## src/rtl/toe_pkg.sv

```systemverilog
// Shared types and constants for the TOE connection-table request interface.
package toe_pkg;

  typedef enum logic [1:0] {
    REQ_NONE   = 2'b00,
    REQ_OPEN   = 2'b01,
    REQ_LOOKUP = 2'b10,
    REQ_CLOSE  = 2'b11
  } req_code_e;

  localparam logic [7:0] REPLY_NONE    = 8'h00;
  localparam logic [7:0] REPLY_BADCMD  = 8'hFE;
  localparam logic [7:0] REPLY_TIMEOUT = 8'hFF;

  typedef struct packed {
    logic [31:0] ip_src;
    logic [31:0] ip_dst;
    logic [47:0] mac_src;
    logic [47:0] mac_dst;
    logic [15:0] port_src;
    logic [15:0] port_dst;
  } conn_tuple_t;

endpackage

```

## src/rtl/toe_timeout_ctr.sv

```systemverilog
// Saturating cycle counter with synchronous clear; tc flags the last count.
module toe_timeout_ctr #(
  parameter int unsigned TERMINAL = 1024
) (
  input  logic clk,
  input  logic rst,
  input  logic clr,
  output logic tc
);

  localparam int unsigned W = (TERMINAL > 1) ? $clog2(TERMINAL) : 1;
  localparam logic [W-1:0] LAST = W'(TERMINAL - 1);

  logic [W-1:0] cnt_q, cnt_d;

  always_comb begin
    cnt_d = cnt_q;
    if (clr) begin
      cnt_d = '0;
    end else if (cnt_q != LAST) begin
      cnt_d = cnt_q + 1'b1;
    end
  end

  always_ff @(posedge clk) begin
    if (rst) begin
      cnt_q <= '0;
    end else begin
      cnt_q <= cnt_d;
    end
  end

  assign tc = (cnt_q == LAST);

endmodule

```

## src/rtl/toe_conn_requester.sv

```systemverilog
// Host-side initiator: issues one connection command to the TOE with a
// four-phase req/reply handshake and returns the reply (or a status code).
module toe_conn_requester
  import toe_pkg::*;
#(
  parameter int unsigned TIMEOUT_CYCLES = 1024
) (
  input  logic        clk,
  input  logic        rst,
  input  logic        cmd_valid,
  output logic        cmd_ready,
  input  logic [1:0]  cmd_code,
  input  logic [7:0]  cmd_id,
  input  logic [31:0] cmd_ip_src,
  input  logic [31:0] cmd_ip_dst,
  input  logic [47:0] cmd_mac_src,
  input  logic [47:0] cmd_mac_dst,
  input  logic [15:0] cmd_port_src,
  input  logic [15:0] cmd_port_dst,
  output logic        rsp_valid,
  input  logic        rsp_ready,
  output logic [7:0]  rsp_reply,
  output logic        rsp_timeout,
  output logic [1:0]  req_code,
  output logic [7:0]  id_in,
  output logic [31:0] ip_src,
  output logic [31:0] ip_dst,
  output logic [47:0] mac_src,
  output logic [47:0] mac_dst,
  output logic [15:0] port_src,
  output logic [15:0] port_dst,
  input  logic [7:0]  reply
);

  typedef enum logic [1:0] {
    ST_IDLE,
    ST_ISSUE,
    ST_RELEASE,
    ST_RESPOND
  } state_e;

  state_e      state_q, state_d;
  req_code_e   req_q, req_d;
  logic [7:0]  id_q, id_d;
  conn_tuple_t tuple_q, tuple_d;
  logic [7:0]  rsp_reply_q, rsp_reply_d;
  logic        rsp_timeout_q, rsp_timeout_d;
  logic        rsp_valid_q, rsp_valid_d;
  logic        ctr_clr, ctr_tc;
  logic        reply_seen;

  assign reply_seen = (reply != REPLY_NONE);
  assign cmd_ready  = (state_q == ST_IDLE) && !rst;

  // Counter restarts whenever the FSM changes state, so each wait phase
  // gets its own full TIMEOUT_CYCLES budget.
  assign ctr_clr = (state_d != state_q);

  toe_timeout_ctr #(
    .TERMINAL(TIMEOUT_CYCLES)
  ) u_ctr (
    .clk(clk),
    .rst(rst),
    .clr(ctr_clr),
    .tc (ctr_tc)
  );

  always_comb begin
    state_d       = state_q;
    req_d         = req_q;
    id_d          = id_q;
    tuple_d       = tuple_q;
    rsp_reply_d   = rsp_reply_q;
    rsp_timeout_d = rsp_timeout_q;

    unique case (state_q)
      ST_IDLE: begin
        if (cmd_valid && cmd_ready) begin
          if (cmd_code != REQ_NONE) begin
            req_d            = req_code_e'(cmd_code);
            id_d             = cmd_id;
            tuple_d.ip_src   = cmd_ip_src;
            tuple_d.ip_dst   = cmd_ip_dst;
            tuple_d.mac_src  = cmd_mac_src;
            tuple_d.mac_dst  = cmd_mac_dst;
            tuple_d.port_src = cmd_port_src;
            tuple_d.port_dst = cmd_port_dst;
            rsp_reply_d      = REPLY_NONE;
            rsp_timeout_d    = 1'b0;
            state_d          = ST_ISSUE;
          end else begin
            rsp_reply_d   = REPLY_BADCMD;
            rsp_timeout_d = 1'b0;
            state_d       = ST_RESPOND;
          end
        end
      end
      ST_ISSUE: begin
        if (reply_seen) begin
          rsp_reply_d = reply;
          req_d       = REQ_NONE;
          state_d     = ST_RELEASE;
        end else if (ctr_tc) begin
          rsp_reply_d   = REPLY_TIMEOUT;
          rsp_timeout_d = 1'b1;
          req_d         = REQ_NONE;
          state_d       = ST_RELEASE;
        end
      end
      ST_RELEASE: begin
        if (!reply_seen) begin
          state_d = ST_RESPOND;
        end else if (ctr_tc) begin
          rsp_timeout_d = 1'b1;
          state_d       = ST_RESPOND;
        end
      end
      ST_RESPOND: begin
        if (rsp_ready) begin
          state_d = ST_IDLE;
        end
      end
      default: state_d = ST_IDLE;
    endcase

    rsp_valid_d = (state_d == ST_RESPOND);
  end

  always_ff @(posedge clk) begin
    if (rst) begin
      state_q       <= ST_IDLE;
      req_q         <= REQ_NONE;
      id_q          <= '0;
      tuple_q       <= '0;
      rsp_reply_q   <= '0;
      rsp_timeout_q <= 1'b0;
      rsp_valid_q   <= 1'b0;
    end else begin
      state_q       <= state_d;
      req_q         <= req_d;
      id_q          <= id_d;
      tuple_q       <= tuple_d;
      rsp_reply_q   <= rsp_reply_d;
      rsp_timeout_q <= rsp_timeout_d;
      rsp_valid_q   <= rsp_valid_d;
    end
  end

  assign req_code    = req_q;
  assign id_in       = id_q;
  assign ip_src      = tuple_q.ip_src;
  assign ip_dst      = tuple_q.ip_dst;
  assign mac_src     = tuple_q.mac_src;
  assign mac_dst     = tuple_q.mac_dst;
  assign port_src    = tuple_q.port_src;
  assign port_dst    = tuple_q.port_dst;
  assign rsp_valid   = rsp_valid_q;
  assign rsp_reply   = rsp_reply_q;
  assign rsp_timeout = rsp_timeout_q;

endmodule

```

## config.mk

```make
export PLATFORM = sky130hd
export DESIGN_NAME = toe_conn_requester
export DESIGN_NICKNAME = d
export VERILOG_FILES = /design/src/rtl/toe_pkg.sv /design/src/rtl/toe_timeout_ctr.sv /design/src/rtl/toe_conn_requester.sv
export SDC_FILE = /design/constraint.sdc
export NUM_CORES = 1
export LEC_CHECK = 0
export ABC_AREA = 1
export CORE_AREA = 8 8 162 164
export CTS_BUF_LIST = sky130_fd_sc_hd__clkbuf_8
export DETAILED_ROUTE_END_ITERATION = 10
export DIE_AREA = 0 0 170 172
export PLACE_DENSITY = 0.72
export SYNTH_ARGS = -nofsm -noshare
export SYNTH_HDL_FRONTEND = slang
export SYNTH_SLANG_ARGS = --single-unit
```

## constraint.sdc

```tcl
create_clock -name clk -period 2.25 [get_ports clk]
set_input_delay 0.45 -clock clk [delete_from_list [all_inputs] [get_ports clk]]
set_output_delay 0.45 -clock clk [all_outputs]
set_load 0.05 [all_outputs]
```

==> metrics.csv <==
stage,metric,value,unit
status,status,"complete, no violations",
worst_setup_path,"CP delay by family, top",buffers and inverters,
cts,clk_lat worst skew,0.51,ns
cts,CTS tree,yes,
worst_setup_path,crit-path max FO,2,
job,maxcap violations,0,
synthesis,mux cell area share after synthesis,0,%
routing,drt total wl,29.9,mm
synthesis,"flops & latches, synth",224,
routing,Routed WL per cell,16.5,um
floorplan,row cnt,57,
synthesis,Post-Synthesis Cell Area,0.00810,mm^2
cts,Root Buffer,clkbuf_8,
timing,fmax,458,MHz
worst_setup_path,Setup CP Type,register to primary output,
floorplan,chip height,172,um
synthesis,library cells used by synthesis,31,
global_routing,initial antenna violation count,0,
global_routing,vias in the first global route,8487,
worst_hold_path,Hold Path Class,register to register,
floorplan,core area,0.0238,mm^2
place,dpl hpwl,21.6,mm
worst_setup_path,WP data required,1.80,ns
finish,Layout area overhead,65.5,%
timing,Final Hold Fails,0,
timing,Final period util,96.9,%
place,port buffer count,426,
worst_setup_path,FF-to-FF setup slack,0.24,ns
synthesis,Simple-Gate Fraction of Synth Area,23.0,%
routing,DRT iter0 DRCs,581,
global_routing,total global-route track usage,19.3,%
cts,H-tree depth,2,
cts,post-CTS setup buffer count,0,
floorplan,Die X,170,um
routing,via count of the routed design,8403,
place,Placed Instances,1742,
floorplan,die area,0.0292,mm^2
routing,Antenna Violating Nets Remaining,0,
worst_setup_path,crit path buf inv count,1,
routing,DRC Markers,0,
finish,area of the multi-input gates,0.00320,mm^2
synthesis,post-synth top area share,55.4,%
finish,fillers,2193,
timing,Worst slew margin,59.4,%
cts,clock slew at reported path FFs,0.06,ns
floorplan,io pins,427,
cts,Inserted Clock Buffers,40,
routing,Vias/cell,4.65,
worst_setup_path,Critical Path End Type,primary output,
synthesis,Syn Area/Cell,7.77,um^2
synthesis,Syn. warnings,0,
synthesis,xor and xnor area share after synthesis,0.757,%
floorplan,Initial Utilization,34.0,%
global_routing,Congestion Overflow GR,0,
pwr,Power Density,1050,mW/mm^2
finish,fin nets,1679,
pwr,leakage power,0.00559,uW
timing,Setup TNS,0,ns
cts,Clock Path Buffers,3,
synthesis,"area leader, netlist",dfxtp_1,
timing,"Slew Viols, Final",0,
worst_setup_path,CP Cell Sequence,clkdlybuf4s50_1,
worst_setup_path,startpoint types,register,
global_routing,largest net degree at the start of global routing,120,
synthesis,Area contributors post-synth,"dfxtp_1 (55%), nor2_1 (19%), o21ai_0 (13%), buf_2 (2.8%), nand2_1 (1.5%)",
finish,layout cells sized above 1,5.66,%
finish,Reg area,0.00449,mm^2
place,routability cong.,0.812,
pwr,total power draw,14100,uW
synthesis,Syn Inst Count,1043,
finish,antenna fix cells,0,
pwr,Worst VDD drop,569,uV
synthesis,largest family of logic cells by synthesized area,simple AND/OR/NAND/NOR gates,
timing,final setup violation count,0,
worst_setup_path,Slowest cell on crit path,clkdlybuf4s50_1,
cts,Post-CTS Hold Buffers,0,
synthesis,post-synthesis compound-gate area fraction,14.9,%
timing,RSZ-0062 raised after global routing,no,
synthesis,area share of fa/ha/maj cells after synthesis,0.772,%
routing,Pre-antenna DRT Iters,4,
timing,Layout Skew,0.0150,ns
cts,CTS Sinks,224,
finish,Post-Layout Cell Count,1809,
worst_setup_path,CP max stage delay,0.85,ns
synthesis,Post-Synthesis Net Count,1262,
timing,worst slew pin tran,0.608,ns
worst_setup_path,"Arr. time, crit path",1.73,ns
global_routing,global-route wire length before repair,45.4,mm
timing,fin crit period,2.18,ns
synthesis,post-synthesis sequential area ratio,55.4,%
==> state kept, by name, indices dropped and copies added (netlist names) <==
signal       flops
rsp_timeout      1
mac_src         48
mac_dst         48
u_ctr.cnt_q     10
rsp_valid        1
ip_dst          32
id_in            8
rsp_reply        8
ip_src          32
state_q          2
req_code         2
port_src        16
port_dst        16
==> final timing paths <==
check	cells after the start	start	endpoint
max	1	rsp_reply[6]	rsp_reply[6]
min	2	req_code[1]	req_code[1]
max reg2reg	9	state_q[0]	ip_dst[6]
min reg2reg	2	req_code[1]	req_code[1]
==> area by class of cell <==
| class | instances | share of cell area, % |
|---|---|---|
| clock buffers | 42 | 4.31 |
| clock inverters | 25 | 0.765 |
| well taps | 324 | 3.02 |
| multi-input cells | 726 | 23.9 |
| flip-flops and latches | 224 | 33.5 |
| inverters | 22 | 0.681 |
| repair buffers | 446 | 33.8 |
==> cells in the final DEF (no fill, tap or decap), types with 2 or more instances in the layout <==
cell type        count
nand3_1             10
a21oi_1              4
inv_1               36
clkinv_2             5
o21ai_0            218
clkdlybuf4s50_1    425
buf_12              10
buf_4               11
nor2_1             419
ha_1                 5
nand3b_1             2
nor2_2               3
nor3_1               3
inv_2                3
nor2_4               2
xor2_1               6
nand4_1              4
nand2_1             33
clkbuf_8            42
dfxtp_1            222
dfxtp_2              2
a31oi_1              7
o21ai_1              2
==> repair_timing <==
| action | in CTS | in global routing |
|---|---|---|
| gates resized for setup | 0 | 3 |
| endpoints found under the setup margin | 0 | 10 |
| hold endpoints to repair | 0 | 0 |
==> where the power goes <==
part	internal (uW)	total, uW	switching, uW
Sequential	4630	4970	335
Clock	1710	3330	1620
Combinational	1960	5830	3870
==> per-layer routing <==
layer,track usage [%],wire length (um)
met1,21.5,11700
met2,32.1,13700
met3,8.95,3630
met4,6.83,862
met5,0,0
==> cells in the mapped netlist <==
| library cell | instances |
|---|---|
| ha_1 | 5 |
| o21ai_2 | 1 |
| nand3_2 | 1 |
| o21bai_1 | 1 |
| nor2_4 | 1 |
| xnor2_1 | 1 |
| buf_2 | 45 |
| clkbuf_1 | 23 |
| nand4_1 | 4 |
| xor2_1 | 6 |
| o211a_1 | 1 |
| nor2_1 | 419 |
| nand3_4 | 1 |
| dfxtp_1 | 224 |
| nand3b_1 | 2 |
| buf_6 | 1 |
| a32oi_1 | 1 |
| inv_1 | 19 |
| nand2_1 | 33 |
| nand3_1 | 10 |
| buf_4 | 1 |
| o21ai_1 | 2 |
| a31oi_1 | 7 |
| clkinv_2 | 1 |
| a21oi_1 | 4 |
| o2111ai_1 | 1 |
| nor2_2 | 4 |
| inv_2 | 2 |
| o21ai_0 | 218 |
| nor3_1 | 3 |
| buf_1 | 1 |
==> per-stage QoR <==
stage	worst slack [ns]	hold WS (ns)	utilization (%)	cell area, um^2
floorplan	0.143	0.490	-	8100
global placement	0.177	0.460	53.4	12700
detailed placement	0.121	0.458	53.4	12700
CTS	0.00647	0.469	56.3	13400
global route	0.00673	0.487	56.3	13400
finish	0.0688	0.466	56.3	13400
==> cell families after synthesis <==
| kind of cell | count (synthesis) |
|---|---|
| AO/OA/AOI/OAI | 236 |
| flip-flops | 224 |
| buffers and inverters | 93 |
| XOR/XNOR | 7 |
| adder cells (fa/ha/maj) | 5 |
| AND/OR/NAND/NOR | 478 |
Power figures use the tool's default switching activity.
